===== config.mk =====
export PLATFORM = sky130hd
export DESIGN_NAME = fifo_write_arbiter
export DESIGN_NICKNAME = d
export VERILOG_FILES = /design/src/rtl/fifo_write_arbiter.sv
export SDC_FILE = /design/constraint.sdc
export NUM_CORES = 1
export LEC_CHECK = 0
export BUFFER_PORTS_ARGS = -buffer_cell sky130_fd_sc_hd__buf_2
export CAP_MARGIN = 20
export CORE_MARGIN = 10
export CORE_UTILIZATION = 28
export DETAILED_ROUTE_END_ITERATION = 10
export GPL_ROUTABILITY_DRIVEN = 0
export PLACE_DENSITY = 0.77
export REMOVE_ABC_BUFFERS = 1
export SYNTH_ARGS = -nofsm -noshare
export SYNTH_HDL_FRONTEND = slang
export SYNTH_SLANG_ARGS = --single-unit

===== constraint.sdc =====
create_clock -name clk -period 1.33 [get_ports clk]
set_input_delay 0.0665 -clock clk [delete_from_list [all_inputs] [get_ports clk]]
set_output_delay 0.0665 -clock clk [all_outputs]
set_load 0.005 [all_outputs]

===== src/rtl/fifo_write_arbiter.sv =====
// rtl/fifo_write_arbiter.sv - round-robin burst arbiter sharing one FIFO write port
// Grants are held until req_last or MaxBurst beats, so each burst lands contiguously.
module fifo_write_arbiter #(
  parameter int NReq     = 4,
  parameter int Width    = 32,
  parameter int MaxBurst = 8,
  localparam int IdWidth = $clog2(NReq)
) (
  input  logic                    clk,
  input  logic                    rstn,
  input  logic [NReq-1:0]         req_valid,
  input  logic [NReq*Width-1:0]   req_data,
  input  logic [NReq-1:0]         req_last,
  output logic [NReq-1:0]         req_ready,
  output logic                    out_valid,
  output logic [Width-1:0]        out_data,
  output logic [IdWidth-1:0]      out_id,
  output logic                    out_last,
  input  logic                    out_ready,
  output logic                    busy
);

  localparam int CntW = $clog2(MaxBurst);

  typedef enum logic {IDLE, GRANT} state_e;

  state_e              state_q;
  logic [IdWidth-1:0]  grant_q;
  logic [IdWidth-1:0]  last_grant_q;
  logic [CntW-1:0]     beat_cnt_q;

  logic [IdWidth-1:0]  winner;
  logic                any_req;
  logic                hs;
  int                  idx;

  // Scan offsets from farthest to nearest so the requester closest after
  // last_grant_q is the final (winning) assignment.
  always_comb begin
    winner  = last_grant_q;
    any_req = 1'b0;
    idx     = 0;
    for (int k = NReq; k >= 1; k--) begin
      idx = int'(last_grant_q) + k;
      if (idx >= NReq) idx = idx - NReq;
      if (req_valid[idx[IdWidth-1:0]]) begin
        winner  = idx[IdWidth-1:0];
        any_req = 1'b1;
      end
    end
  end

  always_comb begin
    out_valid = 1'b0;
    req_ready = '0;
    out_last  = 1'b0;
    if (state_q == GRANT) begin
      out_valid          = req_valid[grant_q];
      req_ready[grant_q] = out_ready;
      out_last           = req_last[grant_q] | (beat_cnt_q == CntW'(MaxBurst - 1));
    end
  end

  assign out_data = req_data[grant_q*Width +: Width];
  assign out_id   = grant_q;
  assign busy     = (state_q == GRANT);
  assign hs       = out_valid & out_ready;

  always_ff @(posedge clk) begin
    if (!rstn) begin
      state_q      <= IDLE;
      last_grant_q <= IdWidth'(NReq - 1);
      grant_q      <= '0;
      beat_cnt_q   <= '0;
    end else begin
      case (state_q)
        IDLE: begin
          if (any_req) begin
            grant_q    <= winner;
            beat_cnt_q <= '0;
            state_q    <= GRANT;
          end
        end
        GRANT: begin
          if (hs) begin
            if (out_last) begin
              last_grant_q <= grant_q;
              beat_cnt_q   <= '0;
              state_q      <= IDLE;
            end else begin
              beat_cnt_q <= beat_cnt_q + 1'b1;
            end
          end
        end
      endcase
    end
  end

endmodule


==> summary.txt, run 1 <==
Routing
  – Final ANT Viol Nets: 0
  – First-pass DRT Iterations: 4
  – Initial DRC count: 44
  – WL per Instance: 21.3 um
  – Total number of vias: 1883
  – Vias/cell: 5.30
  – # DRC: 0
  – Drt total wl: 7550 um

CTS
  – Clock buffer count from CTS: 3
  – Clock root buffer: clkbuf_8
  – Worst-path clk slew: 0.04 ns
  – H-tree Lvls: 1
  – Hold_buf cts: 0
  – CTS sink cnt: 8
  – Clock insertion delay at the later pin of the skew report: 0.23 ns
  – CTS tree: built
  – Clk buf depth: 2

Die
  – Die Y: 88.9 um
  – Initial core utilization: 29.7%
  – Die area: 0.00790 mm^2
  – # IOs: 180
  – Core area: 0.00447 mm^2
  – Die X: 88.9 um
  – FP Rows: 24

Worst setup path
  – Reg-to-Reg End: beat_cnt_q[0]
  – Startpoint Class: flop
  – Critical path arrival: 1.58 ns
  – Critical Path, Cell by Cell: mux4_2 -> nor2_4 -> and2b_2 -> buf_6
  – Reg2Reg Depth: 6
  – WP buf/inv: 1
  – Worst Setup End Kind: primary output
  – Slowest CP cell: mux4_2
  – CP max stage delay: 0.55 ns
  – Worst Path Max Fanout: 4
  – Delay-heaviest family, CP: multiplexers
  – R2R Setup Slk: -0.31 ns
  – Worst Path Required: 1.26 ns
  – Crit Path Category: flop to primary output
  – FF-to-FF Start: out_id[0]

Timing
  – Tcrit/Tclk final: 124%
  – Final WS setup: -0.320 ns
  – Final slew viol count: 0
  – TNS Setup: -9.51 ns
  – Fmax achieved: 606 MHz
  – RSZ-0062 raised after global routing: yes
  – Min Hold Slack: 0.116 ns
  – Final hold vios: 0
  – Worst slew margin: 83.5%
  – Layout Skew: 0.00466 ns
  – Fin crit period: 1.65 ns
  – Slew @ Worst Pin: 0.245 ns
  – Setup violators final: 40

Power and ir drop
  – Leak pwr: 1.29 nW
  – Power density over the cells: 751 mW/mm^2
  – Total power: 1.98 mW
  – VDD IR max: 0.554 mV

Logic synthesis
  – Post-synth EDFFs: 0
  – Netlist Area Pre-Place: 0.00133 mm^2
  – Ys Warns: 0
  – Simple-Gate Fraction of Synth Area: 12.3%
  – Top_reg_cell synth: dfxtp_1
  – Mux cell area share after synthesis: 59.4%
  – Post-synthesis async set-or-reset flop share: 0%
  – Post-synthesis sequential area ratio: 12.1%
  – Seq cells post-synth: 8
  – Xor/xnor share of the synthesized area: 0%
  – Post-synthesis adder-cell area fraction: 1.89%
  – Compound-Gate Fraction of Synth Area: 9.14%
  – Synth unique cells: 34
  – Post-Syn Instances: 105
  – Syn avg cell area: 12.6 um^2
  – Main combinational cell family by area after synthesis: multiplexers

Min path
  – Hold Startpoint: rstn
  – Hold endpoint: last_grant_q[1]
  – Min-delay worst type: input pin to flop
  – Worst hold path cell count: 2

Global route
  – Pin count of the biggest net entering global routing: 24
  – Vias in the first global route: 2134
  – First-pass GRT wire length: 11200 um
  – Initial antenna violation count: 2
  – Total grt overflow: 0
  – Tot GR Track Use: 18.2%

Layout
  – Most frequent cells in the layout: 174 x buf_2, 32 x mux4_2, 13 x buf_6
  – Area Growth Syn to Fin: 98.3%
  – Fin nets: 444
  – Layout cells sized above 1: 83.1%
  – Leading cell type in the layout, fill and taps excluded: buf_2

Status
  – Failing checks: setup timing
  – Status: complete, but fails checks

Flow run
  – MaxCap Viol Count: 0

Placement
  – # port buffers: 179
  – Place WS: -0.165 ns
  – Hpwl dp: 6350 um
-- per-stage QoR --
stage | utilization, % | std cells | instance area [um^2]
after detailed placement | 52.3 | 340 | 2340
after floorplan | - | 96 | 1270
after CTS | 56.8 | 350 | 2540
after global placement | 52.3 | 340 | 2340
final | 58.8 | 355 | 2630
after global routing | 58.8 | 355 | 2630
-- synth_stat cells (2+ instances only) --
| master | n | share of area, % |
|---|---|---|
| mux4_2 | 32 | 54 |
| nand2_1 | 9 | 2.5 |
| dfxtp_1 | 8 | 12 |
| nor2_1 | 7 | 2.0 |
| o21ai_0 | 5 | 1.9 |
| buf_4 | 4 | 2.3 |
| inv_1 | 3 | 0.85 |
| mux2i_1 | 3 | 2.3 |
| and2_1 | 2 | 0.94 |
| buf_2 | 2 | 0.75 |
| ha_1 | 2 | 1.9 |
| nand2b_1 | 2 | 0.94 |
| nand3_1 | 2 | 0.75 |
| nor2b_1 | 2 | 0.94 |
| o211ai_1 | 2 | 1.1 |
| o311ai_0 | 2 | 1.3 |
-- registers in the layout, summed over array words and instances, names as in the netlist --
signal / flops
beat_cnt_q: 3
out_id: 2
last_grant_q: 2
busy: 1
-- worst register-to-register path, cell delays in order, from the launching register on --
cell and delay, ns:
dfxtp_4 0.35, buf_4 0.15, buf_6 0.12, mux2_4 0.32, a2bb2oi_4 0.25, and4b_1 0.23
o2bb2ai_1 0.11
-- kinds of logic after synthesis --
family,count (synthesis)
multiplexers,37
AND/OR/NAND/NOR,30
AO/OA/AOI/OAI,16
buffers and inverters,12
flip-flops,8
adder cells (fa/ha/maj),2
-- cell type report --
cell class                 count  area [um^2]
antenna                        2         5.00
clock buffer                   3         41.3
fill                         381         1840
inverter                       3         11.3
multi-input combinational     85         1150
sequential                     8          168
tap                           52         65.1
timing repair buffer         202         1190
-- metal layers --
metal,up-vias,global-route usage (%),part of all wire [%]
li1,844,-,-
met2,128,33.0,51
met1,893,17.9,34
met5,-,0,0
met4,0,7.49,2.7
met3,18,7.72,12
-- worst max path at each step --
stage,startpoint,end,cells past startpoint
6_report,out_id[0],out_last,4
5_1_grt,out_id[0],out_last,4
4_1_cts,out_id[0],out_last,4
3_5_place_dp,out_id[0],out_last,4
3_3_place_gp,out_id[0],out_last,4
2_1_floorplan,out_id[0],beat_cnt_q[0],4
-- where the power goes --
group          leakage (nW)  switching (mW)  internal [mW]  total (mW)
clock network        0.0216          0.0992          0.196       0.296
registers            0.0667          0.0251          0.263       0.288
logic                  1.21           0.525          0.868        1.39
total                  1.29           0.649           1.33        1.98
-- timing repair --
action                     in CTS  in global routing
cloned                          1                  1
setup buffers                   6                  3
hold endpoints to repair        0                  0
pin swaps                       3                  3
resized for setup              23                 17
setup endpoints to repair      43                 42
No activity file was read; power rests on OpenSTA's default activity.
==> inputs of run 2 (changes only) <==
--- a/config.mk
+++ b/config.mk
@@ -5,7 +5,7 @@
 export SDC_FILE = /design/constraint.sdc
 export NUM_CORES = 1
 export LEC_CHECK = 0
-export BUFFER_PORTS_ARGS = -buffer_cell sky130_fd_sc_hd__buf_2
+export BUFFER_PORTS_ARGS = -buffer_cell sky130_fd_sc_hd__buf_4
 export CAP_MARGIN = 20
 export CORE_MARGIN = 10
 export CORE_UTILIZATION = 28
==> run 2 against run 1 <==
- the run still ends with setup timing left
- power is 10% higher
- final area is 16% higher
- sequential power is 1% higher
- highest routed layer unchanged
==> summary.txt, run 2 (same netlist as run 1, synthesis figures left out) <==
Timing
  – Worst slew margin: 77.4%
  – Final slew viol count: 0
  – Final WS setup: -0.349 ns
  – RSZ-0062 raised after global routing: yes
  – TNS Setup: -10.10 ns
  – Setup violators final: 40
  – Fin crit period: 1.68 ns
  – Tcrit/Tclk final: 126%
  – Slew @ Worst Pin: 0.336 ns
  – Min Hold Slack: 0.105 ns
  – Final hold vios: 0
  – Fmax achieved: 596 MHz
  – Layout Skew: 0.00145 ns

CTS
  – Hold_buf cts: 0
  – Clk buf depth: 2
  – CTS tree: built
  – Worst-path clk slew: 0.04 ns
  – H-tree Lvls: 1
  – CTS sink cnt: 8
  – Clock buffer count from CTS: 3
  – Clock insertion delay at the later pin of the skew report: 0.23 ns
  – Clock root buffer: clkbuf_8

Routing
  – Final ANT Viol Nets: 0
  – WL per Instance: 23.0 um
  – # DRC: 0
  – First-pass DRT Iterations: 4
  – Vias/cell: 5.27
  – Drt total wl: 8180 um
  – Total number of vias: 1876
  – Initial DRC count: 45

Layout
  – Fin nets: 447
  – Post-route cell area: 0.00306 mm^2
  – ANT cells: 0
  – Layout cells sized above 1: 82.9%
  – Max FFs per register: 3
  – Most frequent cells in the layout: 186 x buf_4, 32 x mux4_2, 16 x buf_6
  – Area Growth Syn to Fin: 131%
  – Filler Cell Count: 339
  – Largest register by flop count: beat_cnt_q
  – Leading cell type in the layout, fill and taps excluded: buf_4

Worst setup path
  – Worst Setup End Kind: primary output
  – Critical Path, Cell by Cell: mux4_2 -> nor2_4 -> and2b_2 -> buf_6
  – Worst Path Max Fanout: 4
  – Critical path arrival: 1.61 ns
  – Startpoint Class: flop
  – Worst Path Required: 1.26 ns
  – Slowest CP cell: mux4_2
  – CP max stage delay: 0.56 ns
  – Crit Path Category: flop to primary output

Die
  – Die area: 0.00790 mm^2
  – Die X: 88.9 um
  – Initial core utilization: 29.7%
  – Core area: 0.00447 mm^2
  – FP Rows: 24
  – Die Y: 88.9 um
  – # IOs: 180

Global route
  – Initial antenna violation count: 0
  – First-pass GRT wire length: 11300 um
  – Vias in the first global route: 2004
  – Pin count of the biggest net entering global routing: 17
  – Total grt overflow: 0
  – Tot GR Track Use: 19.0%

Power and ir drop
  – Combinational share of power: 73.4%
  – Power density over the cells: 712 mW/mm^2
  – Clock power frac: 13.2%
  – VDD IR max: 0.498 mV
  – Sw power: 0.654 mW
  – Sw Share: 30.0%
  – Leak pwr: 1.45 nW
  – Internal power: 1.53 mW
  – Share of power burned in registers: 13.4%

Placement
  – # port buffers: 179
  – Hpwl dp: 7120 um
  – Dpl cell area: 0.00282 mm^2

Flow run
  – MaxCap Viol Count: 0

Status
  – Status: complete, but fails checks
  – Failing checks: setup timing

Min path
  – Min-delay worst type: input pin to flop
run 2: area by class of cell:
type                    instances  area, um^2  share of cell area (%)
repair buffers                205        1640                    53.4
multi-input cells              85        1140                    37.3
flip-flops and latches          8         168                    5.47
well taps                      52        65.1                    2.12
clock buffers                   3        41.3                    1.35
inverters                       3        11.3                   0.368
run 2: worst max-delay path, delay by kind of cell (launching register included):
family                 cells  cell delay (ns)
multiplexers               1             0.56
flip-flops                 1             0.37
AND/OR/NAND/NOR            2             0.34
buffers and inverters      1             0.11
run 2: power groups by stage:
| stage | registers, mW | clock network (mW) | logic (mW) |
|---|---|---|---|
| 6_report | 0.292 | 0.289 | 1.60 |
| 5_1_grt | 0.296 | 0.313 | 1.71 |
| 4_1_cts | 0.291 | 0.297 | 1.52 |
| 3_5_place_dp | 0.293 | 0 | 1.43 |
| 3_3_place_gp | 0.291 | 0 | 1.40 |
| 2_1_floorplan | 0.387 | 0 | 0.493 |
run 2: path summary, 6_finish.rpt:
check	start	end	slack, ns	cells after the start
worst max register to register	out_id[0]	beat_cnt_q[0]	-0.26	6
worst min-delay path	rstn	last_grant_q[0]	0.11	2
worst min register to register	beat_cnt_q[1]	beat_cnt_q[1]	0.46	2
worst max-delay path	out_id[0]	out_last	-0.35	4
run 2: repair_timing:
item | 4_1_cts | 5_1_grt
setup buffers | 5 | 4
pin swaps | 5 | 4
resized for setup | 21 | 14
cloned | 0 | 1
setup endpoints to repair | 44 | 43
run 2: stage by stage:
stage	total power [mW]	cells	util [%]	worst slack, ns
after floorplan	0.880	96	-	-1.48
after global placement	1.69	344	63.0	-0.122
after detailed placement	1.72	344	63.0	-0.181
after CTS	2.11	352	66.0	-0.373
after global routing	2.32	356	68.5	-0.388
final	2.18	356	68.5	-0.349
run 2: routing by layer:
| metal | global-route usage [%] | wire, um |
|---|---|---|
| met5 | 0 | 0 |
| met4 | 8.81 | 360 |
| met3 | 8.00 | 884 |
| met2 | 34.0 | 4130 |
| met1 | 18.6 | 2800 |
